## config.mk

```make
export PLATFORM = sky130hd
export DESIGN_NAME = fetch_queue
export DESIGN_NICKNAME = d
export VERILOG_FILES = /design/src/rtl/fetch_queue.sv
export SDC_FILE = /design/constraint.sdc
export NUM_CORES = 1
export LEC_CHECK = 0
export BUFFER_PORTS_ARGS = -buffer_cell sky130_fd_sc_hd__buf_2
export CORE_AREA = 2 2 220 222
export CTS_CLUSTER_DIAMETER = 50
export DETAILED_ROUTE_END_ITERATION = 10
export DIE_AREA = 0 0 222 224
export PLACE_DENSITY = 0.84
export SYNTH_ARGS = -nofsm -noshare
export SYNTH_HDL_FRONTEND = slang
export SYNTH_SLANG_ARGS = --single-unit
```

## constraint.sdc

```tcl
create_clock -name clk -period 11.7 [get_ports clk]
set_clock_uncertainty 0.1 [all_clocks]
set_input_delay 1.17 -clock clk [delete_from_list [all_inputs] [get_ports clk]]
set_output_delay 1.17 -clock clk [all_outputs]
set_load 0.01 [all_outputs]
```

## src/rtl/fetch_queue.sv

```systemverilog
// Instruction-bundle fetch queue: issues 16-byte bundle fetches, buffers in-order responses, squashes on redirect.
// Optional empty-queue bypass of responses to the outputs is enabled by defining FETCH_QUEUE_BYPASS_EN.
module fetch_queue #(
   parameter int          DEPTH    = 4,
   parameter logic [31:0] RESET_PC = 32'h0000_0000
) (
   input  logic         clk,
   input  logic         rst,
   output logic         mem_req,
   output logic [31:0]  mem_addr,
   input  logic         mem_ready,
   input  logic         mem_rsp_valid,
   input  logic [127:0] mem_rsp_bundle,
   input  logic         stall,
   input  logic         redirect,
   input  logic [31:0]  redirect_pc,
   output logic         out_valid,
   output logic [31:0]  out_pc,
   output logic [31:0]  ixu1_inst,
   output logic [31:0]  ixu2_inst,
   output logic [31:0]  lsu_inst,
   output logic [31:0]  branch_inst
);

   localparam int          AW         = (DEPTH > 1) ? $clog2(DEPTH) : 1;
   localparam int          CW         = AW + 1;
   // Stale responses can pile up across back-to-back redirects, so discard gets headroom.
   localparam int          DW         = 8;
   localparam logic [31:0] NOP        = 32'h0000_0013;
   localparam logic [31:0] RESET_PC_A = {RESET_PC[31:4], 4'b0000};
   localparam logic [CW:0] DEPTH_W    = (CW+1)'(DEPTH);
   localparam logic [CW-1:0] CNT_ONE  = CW'(1);
   localparam logic [DW-1:0] DIS_ONE  = DW'(1);
   localparam logic [AW-1:0] PTR_ONE  = AW'(1);

   logic [127:0]  r_bundle [DEPTH];
   logic [31:0]   r_pcq    [DEPTH];
   logic [AW-1:0] r_rd_ptr;
   logic [AW-1:0] r_wr_ptr;
   logic [CW-1:0] r_count;
   logic [CW-1:0] r_outst;
   logic [DW-1:0] r_discard;
   logic [31:0]   r_fetch_pc;
   logic [31:0]   r_rsp_pc;
   logic [31:0]   r_last_pc;
   logic          r_req_en;

   logic [CW:0]   w_occ;
   logic          w_req;
   logic          w_acc;
   logic          w_rsp_live;
   logic          w_q_valid;
   logic          w_bypass;
   logic          w_out_valid;
   logic          w_pop;
   logic          w_push;
   logic [127:0]  w_head_bundle;
   logic [31:0]   w_head_pc;
   logic [31:0]   w_redirect_pc_a;
   logic [DW-1:0] w_inflight;
   logic          w_unused;

   assign w_unused        = ^redirect_pc[3:0];
   assign w_redirect_pc_a = {redirect_pc[31:4], 4'b0000};
   assign w_occ           = {1'b0, r_count} + {1'b0, r_outst};
   assign w_req           = r_req_en && (w_occ < DEPTH_W) && !redirect;
   assign w_acc           = w_req && mem_ready;
   assign w_rsp_live      = mem_rsp_valid && (r_discard == '0);
   assign w_q_valid       = (r_count != '0);
   assign w_inflight      = r_discard + DW'(r_outst);

`ifdef FETCH_QUEUE_BYPASS_EN
   assign w_bypass = !w_q_valid && w_rsp_live && !redirect;
`else
   assign w_bypass = 1'b0;
`endif

   assign w_out_valid   = w_q_valid || w_bypass;
   assign w_head_bundle = w_q_valid ? r_bundle[r_rd_ptr] : mem_rsp_bundle;
   // Responses come back in order, so the next live response always belongs to r_rsp_pc.
   assign w_head_pc     = w_q_valid ? r_pcq[r_rd_ptr] : r_rsp_pc;
   assign w_pop         = w_q_valid && !stall && !redirect;
   assign w_push        = w_rsp_live && !redirect && !(w_bypass && !stall);

   always_ff @(posedge clk or negedge rst) begin
      if (!rst) begin
         r_rd_ptr   <= '0;
         r_wr_ptr   <= '0;
         r_count    <= '0;
         r_outst    <= '0;
         r_discard  <= '0;
         r_fetch_pc <= RESET_PC_A;
         r_rsp_pc   <= RESET_PC_A;
         r_last_pc  <= RESET_PC;
         r_req_en   <= 1'b0;
      end else begin
         r_req_en <= 1'b1;
         if (w_out_valid) r_last_pc <= w_head_pc;
         if (redirect) begin
            r_rd_ptr   <= '0;
            r_wr_ptr   <= '0;
            r_count    <= '0;
            r_outst    <= '0;
            r_discard  <= (mem_rsp_valid && (w_inflight != '0)) ? w_inflight - DIS_ONE : w_inflight;
            r_fetch_pc <= w_redirect_pc_a;
            r_rsp_pc   <= w_redirect_pc_a;
         end else begin
            if (w_pop)  r_rd_ptr <= r_rd_ptr + PTR_ONE;
            if (w_push) r_wr_ptr <= r_wr_ptr + PTR_ONE;
            if (w_push && !w_pop)      r_count <= r_count + CNT_ONE;
            else if (w_pop && !w_push) r_count <= r_count - CNT_ONE;
            if (w_acc && !w_rsp_live)      r_outst <= r_outst + CNT_ONE;
            else if (!w_acc && w_rsp_live) r_outst <= r_outst - CNT_ONE;
            if (mem_rsp_valid && (r_discard != '0)) r_discard <= r_discard - DIS_ONE;
            if (w_acc)      r_fetch_pc <= r_fetch_pc + 32'd16;
            if (w_rsp_live) r_rsp_pc   <= r_rsp_pc + 32'd16;
         end
      end
   end

   always_ff @(posedge clk) begin
      if (w_push) begin
         r_bundle[r_wr_ptr] <= mem_rsp_bundle;
         r_pcq[r_wr_ptr]    <= r_rsp_pc;
      end
   end

   assign mem_req     = w_req;
   assign mem_addr    = r_fetch_pc;
   assign out_valid   = w_out_valid;
   assign out_pc      = w_out_valid ? w_head_pc : r_last_pc;
   assign ixu1_inst   = w_out_valid ? w_head_bundle[31:0]   : NOP;
   assign ixu2_inst   = w_out_valid ? w_head_bundle[63:32]  : NOP;
   assign lsu_inst    = w_out_valid ? w_head_bundle[95:64]  : NOP;
   assign branch_inst = w_out_valid ? w_head_bundle[127:96] : NOP;

endmodule

```

### Yosys cells after proc, flatten, opt, wreduce, memory -nomap -nowiden

Memories as Yosys holds them, arrays and structs flattened.
Cells that the tools add are included.

* $add $sub $neg: 12
* multiply operators: 0
* divide/modulo/power cells: 0
* magnitude comparators: 1
* eq/ne operators: 0
* shifts and indexed selects: 0
* mux-type cells: 24
* bitwise gates (word level): 0
* reductions and logical operators: 30

Operators with widths (number)
* two-way mux 32 bit: 9
* adder 32 x 5 -> 32 bit (second input constant): 2
* two-way mux 8 bit: 3
* two-way mux 3 bit: 6
* nonzero test 8 bit: 2
* subtractor 8 x 1 -> 8 bit (second input constant): 2
* logical AND 1 bit: 13
* nonzero test 2 bit: 5
* nonzero test 3 bit: 3
* adder 8 x 3 -> 8 bit: 1
* logical NOT 8 bit: 1
* two-way mux 2 bit: 4
* adder 3 x 1 -> 3 bit (second input constant): 2
* logical NOT 1 bit: 6
* subtractor 3 x 1 -> 3 bit (second input constant): 2
* adder 2 x 1 -> 2 bit (second input constant): 2
* adder 3 x 3 -> 4 bit: 1
* less-than comparator 4 x 3 -> 1 bit (second input constant): 1
* two-way mux 1 bit: 2

* register bits: 115
* latch bits: 0
* RAM bits: 640
* bits in read-only memories: 0
* bits of input ports: 166
* output and inout port bits: 194
* word-level logic and storage cells: 78
* memories: 2

Memories
* r_bundle: depth 4, width 128, read ports 1, clocked after Yosys merged registers in 0, write ports 1, line 36 `logic [127:0] r_bundle [DEPTH];`
* r_pcq: depth 4, width 32, read ports 1, clocked after Yosys merged registers in 0, write ports 1, line 37 `logic [31:0] r_pcq [DEPTH];`

### Longest topological paths before layout

Gate-level depths: netlist of the first run.

* depth in word-level cells: 10
* gate-level depth with buffers: 12

### Worst setup path after synthesis of the first run

No wires, ideal clock.

* path kind: input to register
* start: input mem_rsp_valid
* end: memory r_bundle[0][0], enable pin
* setup time: 536 ps
* arrival: 5604 ps
* data required time: 11064 ps
* setup slack: 5460 ps
* cell stages on the path: 5
* buffers on the path: 3
* cell sequence: buf_2 -> and3_1 -> clkbuf_1 -> clkbuf_1 -> and3_1

* cells in the longest elaborated chain, start to end: 4

RTL lines
* start: declaration: line 12 `input logic mem_rsp_valid,`
* logical AND 1 bit: line 68 `assign w_rsp_live = mem_rsp_valid && (r_discard == '0);`
* logical AND 1 bit: line 83 `assign w_push = w_rsp_live && !redirect && !(w_bypass && !stall);`
* two-way mux 1 bit: line 122 `if (w_push) begin`
* two-way mux 1 bit (not written as such): line 123 `r_bundle[r_wr_ptr] <= mem_rsp_bundle;`
* end: declaration: line 36

No other way between the ends.

### Worst setup path in the final report of the first run

* start: register r_rd_ptr[0]
* end: output branch_inst[0]

* cells in the longest elaborated chain, start to end: 2

RTL lines
* start: declaration: line 38 `logic [AW-1:0] r_rd_ptr;`
* start signal: assignment: line 108 `if (w_pop) r_rd_ptr <= r_rd_ptr + PTR_ONE;`
* memory (4 x 128 bit)
* two-way mux 32 bit: line 135 `assign branch_inst = w_out_valid ? w_head_bundle[127:96] : NOP;`
* end: declaration: line 22 `output logic [31:0] branch_inst`

No other way between the ends.

==> results by group, run 1 <==
Synth
  • Register area share after synthesis: 0.736
  • Post-Syn Area: 29100 um^2
  • Share of the synthesized area in the top cell type: 0.644
  • Seq cells post-synth: 731
  • Synth area leader: edfxtp_1
  • Synthesized instance count: 1615
  • Main synth FF type: edfxtp_1
  • Post-synth EDFFs: 624
  • Synth cell count leaders: edfxtp_1, mux4_2, nand2_1
  • Fraction of registers with async set/reset: 0.146
  • YS warnings: 0
  • Synth area leaders: edfxtp_1, mux4_2, dfrtp_1
  • Post-Syn Area per Cell: 18.0 um^2
  • Synth unique cells: 58
  • Count leader, synth: edfxtp_1

Clocking
  • Resize count post-CTS: 0
  • Worst-Skew Late Latency: 0.60 ns
  • CTS Buffer Depth: 3
  • Clock Tree Root: clkbuf_16
  • Num CTS Buffers: 74
  • Cts hold-fix bufs: 0
  • TritonCTS clock tree: yes
  • H-Tree Depth: 3
  • Num Clock Sinks: 731
  • Worst-path clk slew: 0.06 ns
  • # Post-CTS Setup Buffers: 0

Power and ir drop
  • Psw: between 2 and 2.5 mW
  • P_int: 4.88 mW
  • Pwr Density: a little over 200 nW/um^2
  • Clock power frac: 0.327
  • Leakage: 12.0 nW
  • Switching Fraction: 0.295
  • Seq pwr share: 0.439
  • Maximum VDD drop: roughly 180 uV
  • Combinational Power Share: 0.234

GRT
  • Vias in the first global route: 16527
  • GRT overflow: 0
  • GRT Total Usage: 0.266
  • Initial antenna violation count: 23
  • Largest net degree at the start of global routing: 98
  • First-pass GRT wire length: 98800 um

Routing
  • Wire per inst: 24.7 um
  • Via count: 16230
  • DRT Pass-1 Iters: 7
  • DRC: 0
  • Total wire length: 65700 um
  • First DRT Iteration DRCs: 1312
  • DR vias/cell: approximately 6.1
  • Antenna Violating Nets Remaining: 0

Setup path
  • FF-to-FF setup slack: 7.49 ns
  • Crit path arrival time: 4.37 ns
  • Type of the worst setup path: register to output port
  • Crit path max fanout: 48
  • Worst Setup End Kind: output port
  • Startpoint Class: register
  • Reg2Reg Launch Point: r_discard[1]
  • FF-to-FF End: r_bundle[1][60]
  • Reg2Reg Depth: 6
  • Worst Path Required: roughly 10 ns

Timing
  • Unrepaired setup endpoints after global routing: false
  • Max Clk Rate: 177 MHz
  • Tightest Pin Transition: approximately 1.1 ns
  • Period Utilization, post-route: 0.482
  • Final setup fails: 0
  • Max Transition Viols Final: 0
  • Final hold vios: 0
  • Final min period: 5.64 ns
  • Rel. slew slack: 0.285
  • TNS Setup: 0 ns

Placed design
  • GPL Wtd Cong: around 0.85
  • PortBufs: 351
  • Detailed-placement wirelength estimate: 38800 um
  • Placed Area: 31500 um^2

Die
  • Cell row count: 80
  • DIE AREA: roughly 50000 um^2
  • Initial Utilization: 0.615
  • Die Wd: 222 um
  • Die height: 224 um
  • Total I/O pin count: 360
  • Core area: 47300 um^2

Min path
  • Hold Crit Class: register to register
  • WHS Endpoint: r_last_pc[31]
  • Hold Crit Depth: 2
  • Hold_sp: r_last_pc[31]

Layout
  • Fraction of layout cells with a size suffix above 1: 0.326
  • Area Overhead vs Synth: 16.2%
  • Finished Cell Area: 33800 um^2
  • Nets@finish: 2166
  • # fillers: 2813

Outcome
  • Status: complete, no violations

Flow run
  • MaxCap Viol Count: 0
[critical path: stages (launching register included)]
cell     delay (ns)
dfrtp_4        1.02
buf_4          0.76
buf_4          0.88
mux4_2         0.61
or2_2          0.29
buf_2          0.17
[through the flow]
step / hold WS (ns) / utilization / instances / total power, mW / setup WS, ns
floorplan: 0.394 / - / 1618 / 4.02 / 5.46
global placement: 0.340 / 0.665 / 2521 / 4.68 / 6.54
detailed placement: 0.347 / 0.665 / 2521 / 4.70 / 6.52
CTS: 0.361 / 0.714 / 2652 / 6.97 / 5.87
global route: 0.391 / 0.714 / 2660 / 7.19 / 5.64
finish: 0.358 / 0.715 / 2665 / 6.92 / 6.06
[cell type report]
type                            count  area, um^2  area share
Sequential cell                   731       21400       0.633
Inverter                           18        70.1     0.00207
Clock buffer                       94        2000      0.0591
Timing Repair Buffer              369        1890      0.0560
Antenna cell                       13        32.5    0.000961
Tap cell                          615         769      0.0227
Multi-Input combinational cell    788        7340       0.217
Clock inverter                     37         303     0.00895
[routing by layer]
| metal | routed length, um | global-route usage |
|---|---|---|
| met1 | 24900 | 0.344 |
| met2 | 33400 | 0.442 |
| met3 | 5410 | 0.0693 |
| met4 | 1930 | 0.102 |
| met5 | 133 | 0.000978 |
[cell families (layout without fill, tap and decap cells)]
logic type,count (synthesis),after routing,share of synthesized area
AO/OA/AOI/OAI,110,110,0.0244
AND/OR/NAND/NOR,433,433,0.0763
buffers and inverters,99,518,0.0134
XOR/XNOR,54,54,0.0162
multiplexers,168,168,0.125
adder cells (fa/ha/maj),18,18,0.00851
flip-flops,731,731,0.736
other,2,18,0.000258
[cell usage in the layout (no fill, tap or decap), types with 10 or more instances in the layout]
| master | n |
|---|---|
| edfxtp_1 | 624 |
| buf_2 | 350 |
| mux4_2 | 156 |
| nand2_1 | 147 |
| and2_1 | 126 |
| dfrtp_1 | 105 |
| clkbuf_16 | 77 |
| o21ai_0 | 44 |
| nor2_1 | 43 |
| nand3_1 | 34 |
| xnor2_1 | 28 |
| xor2_1 | 26 |
| buf_4 | 19 |
| and3_1 | 18 |
| inv_1 | 17 |
| a21oi_1 | 16 |
| nand4_1 | 16 |
| clkinv_1 | 16 |
| clkbuf_1 | 16 |
| ha_1 | 15 |
| o311ai_0 | 14 |
| diode_2 | 13 |
| or2_2 | 12 |
| nor3_1 | 11 |
| mux2_2 | 11 |
| a31oi_1 | 10 |
[state kept, by name, summed over array words and instances (netlist names)]
register   cells
mem_addr      28
r_bundle     512
r_count        3
r_discard      8
r_last_pc     32
r_outst        3
r_pcq        112
r_rd_ptr       2
r_req_en       1
r_rsp_pc      28
r_wr_ptr       2
[power groups by stage]
stage | combinational, mW | sequential (mW) | clock [mW]
6_report | 1.62 | 3.04 | 2.26
5_1_grt | 1.75 | 3.05 | 2.39
4_1_cts | 1.64 | 3.04 | 2.29
3_5_place_dp | 1.61 | 3.09 | 0
3_3_place_gp | 1.59 | 3.08 | 0
2_1_floorplan | 0.979 | 3.04 | 0
[worst max-delay path by stage]
stage | from | to | slack, ns
6_report | r_rd_ptr[0] | branch_inst[0] | 6.06
5_1_grt | r_rd_ptr[0] | branch_inst[0] | 5.64
4_1_cts | r_rd_ptr[0] | branch_inst[0] | 5.87
3_5_place_dp | r_rd_ptr[0] | branch_inst[0] | 6.52
3_3_place_gp | r_rd_ptr[0] | branch_inst[0] | 6.54
2_1_floorplan | mem_rsp_valid | r_bundle[0][0] | 5.46
Power figures use the tool's default switching activity.
==> run 2: changes to the inputs <==
CORE_AREA = 2 2 228 230   (was 2 2 220 222)
DIE_AREA = 0 0 230 232   (was 0 0 222 224)
PLACE_DENSITY = 0.79   (was 0.84)
clock period = 5.4 ns   (was 11.7 ns; I/O delays follow)
==> results by group, run 2 (synthesis gave the netlist of run 1 again) <==
Clocking
  • Clock Tree Root: clkbuf_16 (unchanged)
  • Num Clock Sinks: 731 (unchanged)
  • Worst-Skew Late Latency: 0.60 ns (about the same)
  • # Post-CTS Setup Buffers: 0 (unchanged)
  • TritonCTS clock tree: yes (unchanged)
  • Cts hold-fix bufs: 1 (was 0)
  • CTS Buffer Depth: 3 (unchanged)
  • Worst-path clk slew: 0.06 ns (about the same)
  • Resize count post-CTS: 0 (unchanged)
  • Num CTS Buffers: 75 (was 74)
  • H-Tree Depth: 3 (unchanged)

Power and ir drop
  • Tot Pwr: 15.3 mW (was 6.92 mW)
  • Maximum VDD drop: 538 uV (was 184 uV)
  • Pwr Density: 446 nW/um^2 (was 204 nW/um^2)
  • Leakage: 12.2 nW (was 12.0 nW)

Routing
  • First DRT Iteration DRCs: 1251 (was 1312)
  • DRT Pass-1 Iters: 8 (was 7)
  • Via count: 16058 (was 16230)
  • Wire per inst: 23.7 um (was 24.7 um)
  • Total wire length: 64800 um (was 65700 um)
  • DRC: 0 (unchanged)
  • DR vias/cell: 5.86 (was 6.09)
  • Antenna Violating Nets Remaining: 0 (unchanged)

Die
  • Die Wd: 230 um (was 222 um)
  • Cell row count: 83 (was 80)
  • DIE AREA: 53400 um^2 (was 49700 um^2)
  • Total I/O pin count: 360 (unchanged)
  • Core area: 50900 um^2 (was 47300 um^2)
  • Initial Utilization: 0.572 (was 0.615)
  • Die height: 232 um (was 224 um)

Timing
  • Rel. slew slack: 0.268 (was 0.285)
  • Period Utilization, post-route: 0.684
  • Post-route setup slack: 1.70 ns (was 6.06 ns)
  • Tightest Pin Transition: 1.10 ns (was 1.07 ns)
  • Final hold vios: 0 (unchanged)
  • Max Clk Rate: 271 MHz
  • TNS Setup: 0 ns (unchanged)
  • Unrepaired setup endpoints after global routing: false (unchanged)
  • Final min period: 3.70 ns
  • WHS: 0.0516 ns (was 0.358 ns)
  • Final setup fails: 0 (unchanged)
  • Max Transition Viols Final: 0 (unchanged)

Setup path
  • Type of the worst setup path: register to output port (unchanged)
  • Worst Setup End Kind: output port (unchanged)
  • Crit path arrival time: 3.06 ns (was 4.37 ns)
  • CP Launch Point: r_rd_ptr[1] (was r_rd_ptr[0])
  • Reg2Reg Launch Point: r_count[2] (was r_discard[1])
  • Startpoint Class: register (unchanged)
  • Reg2Reg Depth: 8 (was 6)
  • Slowest CP cell: dfrtp_4 (unchanged)
  • Worst Setup EP: lsu_inst[4] (was branch_inst[0])
  • Crit path max fanout: 54 (was 48)
  • FF-to-FF setup slack: 1.72 ns (was 7.49 ns)
  • FF-to-FF End: mem_addr[23] (was r_bundle[1][60])
  • Worst Path Required: 4.76 ns (was 10.43 ns)
  • Critical Path Max Stage Delay: 1.01 ns (was 1.02 ns)
  • CP cell instances: buf_4 -> mux4_2 -> or2_2 -> buf_2 (was buf_4 -> buf_4 -> mux4_2 -> or2_2 -> buf_2)

Layout
  • Finished Cell Area: 34300 um^2 (was 33800 um^2)
  • Area Overhead vs Synth: 17.9% (was 16.2%)
  • Top reg by flops: r_bundle (unchanged)
  • Fraction of layout cells with a size suffix above 1: 0.333 (was 0.326)
  • # fillers: 3286 (was 2813)
  • Most common cell after layout, fill and taps aside: edfxtp_1 (unchanged)
  • Biggest regs: r_bundle x512, r_pcq x112, r_last_pc x32 (unchanged)
  • Nets@finish: 2174 (was 2166)
  • Post-layout util: 0.675 (was 0.715)
  • Most frequent cells in the layout: edfxtp_1, buf_2, mux4_2, nand2_1, and2_1 (unchanged)
  • Largest register FFs: 512 (unchanged)
  • Non-filler cells, final: 2740 (was 2665)

GRT
  • Initial antenna violation count: 16 (was 23)
  • Largest net degree at the start of global routing: 146 (was 98)
  • GRT Total Usage: 0.243 (was 0.266)
  • Vias in the first global route: 16361 (was 16527)
  • GRT overflow: 0 (unchanged)
  • First-pass GRT wire length: 97700 um (was 98800 um)

Placed design
  • PortBufs: 351 (unchanged)
  • GPL Wtd Cong: 0.873 (was 0.849)
  • Detailed-placement wirelength estimate: 38800 um (about the same)
  • Placed Area: 31800 um^2 (was 31500 um^2)
  • Cells after DPL: 2592 (was 2521)
  • Pre-CTS setup slack: 1.72 ns (was 6.52 ns)

Outcome
  • Status: complete, no violations (unchanged)

Flow run
  • MaxCap Viol Count: 0 (unchanged)

Min path
  • Hold Crit Class: primary input to register (was register to register)
-- run 2: cell count changes in the layout (fill, tap and decap cells not counted), moves of 2 or more --
cell	delta
buf_12	+13
buf_4	-7
bufinv_16	+4
clkinv_1	-4
clkinv_8	+3
clkinvlp_4	+4
diode_2	-3
inv_6	-3
inv_8	+2
-- run 2: how the worst min path moves through the flow --
stage                       start               to  depth (start not counted)
3_5_place_dp        r_last_pc[10]    r_last_pc[10]                          2
6_report       mem_rsp_bundle[96]  r_bundle[0][96]                          1
4_1_cts        mem_rsp_bundle[26]  r_bundle[3][26]                          1
2_1_floorplan                 rst     mem_addr[10]                          0
3_3_place_gp        r_last_pc[25]    r_last_pc[25]                          2
5_1_grt        mem_rsp_bundle[26]  r_bundle[3][26]                          1
-- run 2: area by class of cell --
cell class	instances	area (um^2)	share of cell area
Antenna cell	10	25.0	0.000729
Clock inverter	43	479	0.0140
Inverter	18	72.6	0.00211
Clock buffer	94	2020	0.0589
Sequential cell	731	21400	0.624
Timing Repair Buffer	376	2110	0.0615
Multi-Input combinational cell	788	7340	0.214
Tap cell	680	851	0.0248
-- run 2: worst max-delay path, delay by kind of cell (launching register included) --
kind                   cells  cell delay, ns
and+or+nand+nor            1            0.28
buffers and inverters      2            0.69
muxes                      1            0.37
DFF                        1            1.01
-- run 2: per-layer routing --
layer | routed length, um | vias to the layer above | track usage
met5 | 83 | - | 0
met4 | 1650 | 12 | 0.0821
met3 | 4540 | 119 | 0.0476
met2 | 33100 | 660 | 0.409
met1 | 25400 | 8229 | 0.321
li1 | - | 7038 | -
-- run 2: report_power, final --
group          switching [mW]  internal [mW]
Clock                    2.14           3.07
Sequential              0.238           6.34
Combinational            2.12           1.42
==> run 3: changes to the inputs <==
ABC_AREA = 1   (was default)
CORE_AREA = 2 2 242 244   (was 2 2 228 230)
DIE_AREA = 0 0 244 246   (was 0 0 230 232)
PLACE_DENSITY = 0.76   (was 0.79)
clock period = 3.1 ns   (was 5.4 ns; I/O delays follow)
==> results by group, run 3 <==
Synth
  • Synth cell count leaders: nor2_1, edfxtp_1, o21ai_0 (was edfxtp_1, mux4_2, nand2_1)
  • Count leader, synth: nor2_1 (was edfxtp_1)
  • Synth area leaders: edfxtp_1, dfrtp_1, nor2_1 (was edfxtp_1, mux4_2, dfrtp_1)
  • Post-synth EDFFs: 624 (unchanged)
  • Post-Syn Area per Cell: 11.5 um^2 (was 18.0 um^2)
  • Register area share after synthesis: 0.708 (was 0.736)
  • Share of the synthesized area in the top cell type: 0.620 (was 0.644)
  • Main synth FF type: edfxtp_1 (unchanged)
  • Synth unique cells: 49 (was 58)
  • Post-Syn Area: 30200 um^2 (was 29100 um^2)
  • Synth area leader: edfxtp_1 (unchanged)
  • Fraction of registers with async set/reset: 0.146 (unchanged)
  • Synthesized instance count: 2630 (was 1615)
  • YS warnings: 0 (unchanged)
  • Seq cells post-synth: 731 (unchanged)

Setup path
  • CP cell instances: buf_12 -> buf_4 -> nor2_1 -> nor2_1 -> o21ai_0 -> a21oi_1 -> buf_2 (was buf_4 -> mux4_2 -> or2_2 -> buf_2)
  • Critical Path Max Stage Delay: 0.49 ns (was 1.01 ns)
  • Startpoint Class: register (unchanged)
  • FF-to-FF setup slack: 0.31 ns (was 1.72 ns)
  • Slowest CP cell: dfrtp_4 (unchanged)
  • Type of the worst setup path: register to output port (unchanged)
  • Crit path arrival time: 2.58 ns (was 3.06 ns)
  • Worst Setup End Kind: output port (unchanged)
  • Crit path max fanout: 69 (was 54)
  • Crit-path most repeated cell: nor2_1
  • Worst Path Required: 2.69 ns (was 4.76 ns)

Outcome
  • Status: complete, no violations (unchanged)

Placed design
  • Detailed-placement wirelength estimate: 45600 um (was 38800 um)
  • Cells after DPL: 3655 (was 2592)
  • PortBufs: 351 (unchanged)
  • GPL Wtd Cong: 0.916 (was 0.873)
  • Placed Area: 33100 um^2 (was 31800 um^2)
  • Pre-CTS setup slack: 0.306 ns (was 1.72 ns)

GRT
  • GRT overflow: 0 (unchanged)
  • GRT Total Usage: 0.257 (was 0.243)
  • Vias in the first global route: 22309 (was 16361)
  • Largest net degree at the start of global routing: 125 (was 146)
  • Initial antenna violation count: 5 (was 16)
  • First-pass GRT wire length: 121000 um (was 97700 um)

Timing
  • Tightest Pin Transition: 0.938 ns (was 1.10 ns)
  • Max Clk Rate: 334 MHz
  • Final hold vios: 0 (unchanged)
  • Max Transition Viols Final: 0 (unchanged)
  • Final setup fails: 0 (unchanged)
  • Post-route setup slack: 0.110 ns (was 1.70 ns)
  • Unrepaired setup endpoints after global routing: false (unchanged)
  • Rel. slew slack: 0.375 (was 0.268)
  • TNS Setup: 0 ns (unchanged)
  • Final min period: between 2 and 3 ns
  • Period Utilization, post-route: 0.965

Clocking
  • TritonCTS clock tree: yes (unchanged)
  • Worst-Skew Late Latency: 0.62 ns (was 0.60 ns)
  • Num Clock Sinks: 731 (unchanged)
  • # Post-CTS Setup Buffers: 0 (unchanged)
  • H-Tree Depth: 3 (unchanged)
  • Worst-path clk slew: 0.05 ns (was 0.06 ns)
  • Num CTS Buffers: 78 (was 75)
  • CTS Buffer Depth: 3 (unchanged)
  • Clock Tree Root: clkbuf_16 (unchanged)

Die
  • Die height: 246 um (was 232 um)
  • Core area: 57400 um^2 (was 50900 um^2)
  • Cell row count: 88 (was 83)
  • Die Wd: 244 um (was 230 um)
  • DIE AREA: 60000 um^2 (was 53400 um^2)
  • Total I/O pin count: 360 (unchanged)
  • Initial Utilization: 0.527 (was 0.572)

Routing
  • DRC: 0 (unchanged)
  • DRT Pass-1 Iters: 5 (was 8)
  • Total wire length: 78300 um (was 64800 um)
  • DR vias/cell: 5.58 (was 5.86)
  • Wire per inst: 19.7 um (was 23.7 um)
  • First DRT Iteration DRCs: 2040 (was 1251)
  • Antenna Violating Nets Remaining: 0 (unchanged)
  • Via count: 22118 (was 16058)

Layout
  • Post-layout util: 0.651 (was 0.675)
  • Area Overhead vs Synth: 23.4% (was 17.9%)
  • Non-filler cells, final: 3963 (was 2740)
  • Nets@finish: 3312 (was 2174)
  • Most frequent cells in the layout: nor2_1, edfxtp_1, buf_2, o21ai_0, nand2_1 (was edfxtp_1, buf_2, mux4_2, nand2_1, and2_1)
  • Most common cell after layout, fill and taps aside: nor2_1 (was edfxtp_1)
  • Biggest regs: r_bundle x512, r_pcq x112, r_last_pc x32 (unchanged)
  • Finished Cell Area: 37300 um^2 (was 34300 um^2)
  • Fraction of layout cells with a size suffix above 1: 0.186 (was 0.333)
  • Largest register FFs: 512 (unchanged)
  • Top reg by flops: r_bundle (unchanged)

Flow run
  • MaxCap Viol Count: 0 (unchanged)

Power and ir drop
  • Maximum VDD drop: 639 uV (was 538 uV)
  • Leakage: 14.1 nW (was 12.2 nW)
  • Pwr Density: 740 nW/um^2 (was 446 nW/um^2)

Min path
  • Hold Crit Class: primary input to register (unchanged)
## run 3: cell types whose count changed in the layout (fill, tap and decap cells not counted), moves of 13 or more
cell	change
nor2_1	+662
o21ai_0	+281
dlygate4sd3_1	+157
mux4_2	-156
and2_1	-126
a21oi_1	+125
inv_1	+68
nand2_1	+53
xnor2_1	-25
a31oi_1	+20
and3_1	-16
buf_12	+13
buf_4	+13
nand3_1	+13
## run 3: per-layer routing
layer  routed length [um]  vias up  GRT usage  share of wire
met1                30800    10843      0.324           0.39
met3                 6200      140     0.0512          0.079
li1                     -    10192          -              -
met2                39400      937      0.447           0.50
met5                   36        -          0        0.00046
met4                 1780        6     0.0846          0.023
## run 3: cell type report
class	instances	area, um^2
repair buffers	562	4080
flip-flops and latches	731	21400
clock inverters	48	475
diodes	6	15.0
well taps	765	957
fillers	4092	20000
multi-input cells	1656	7900
inverters	99	385
clock buffers	96	2090
## run 3: report_power, final
group	total (mW)	switching, mW	internal (mW)
sequential	11.3	0.311	11.0
combinational	7.01	4.70	2.31
clock	9.25	3.88	5.38
## run 3: final timing paths
path,startpoint,endpoint,cells after the start
setup / recovery,r_rd_ptr[0],lsu_inst[19],7
hold / removal,mem_rsp_valid,r_discard[4],5
setup reg to reg,r_discard[3],r_bundle[0][101],8
hold reg to reg,r_last_pc[2],r_last_pc[2],2
max in group asynchronous,rst,r_rsp_pc[8],3
min in group asynchronous,rst,mem_addr[11],2
## run 3: critical path: cells and delay by family (launching register included)
kind                   cells  cell delay (ns)
buffers and inverters      3             0.85
AO/OA/AOI/OAI              2             0.36
AND/OR/NAND/NOR            2             0.21
flip-flops                 1             0.49
## run 3: logic make-up after synthesis
logic type | count (synthesis) | synth area share
flops | 731 | 0.708
other cells | 2 | 0.000248
xor+xnor | 32 | 0.00927
buf+inv | 246 | 0.0330
compound gates | 561 | 0.0991
simple gates | 1040 | 0.142
fa+ha+maj | 18 | 0.00819
## run 3: metrics by stage
step	hold slack, ns	total power, mW
CTS	0.0571	27.6
global route	0.110	28.8
finish	0.0908	27.6
detailed placement	0.375	18.3
floorplan	-0.0856	15.4
global placement	0.371	18.1
## run 3: timing repair
action,4_1_cts,5_1_grt
gates resized for setup,0,5
hold endpoints to repair,629,0
hold buffers,158,0
setup endpoints to repair,0,21
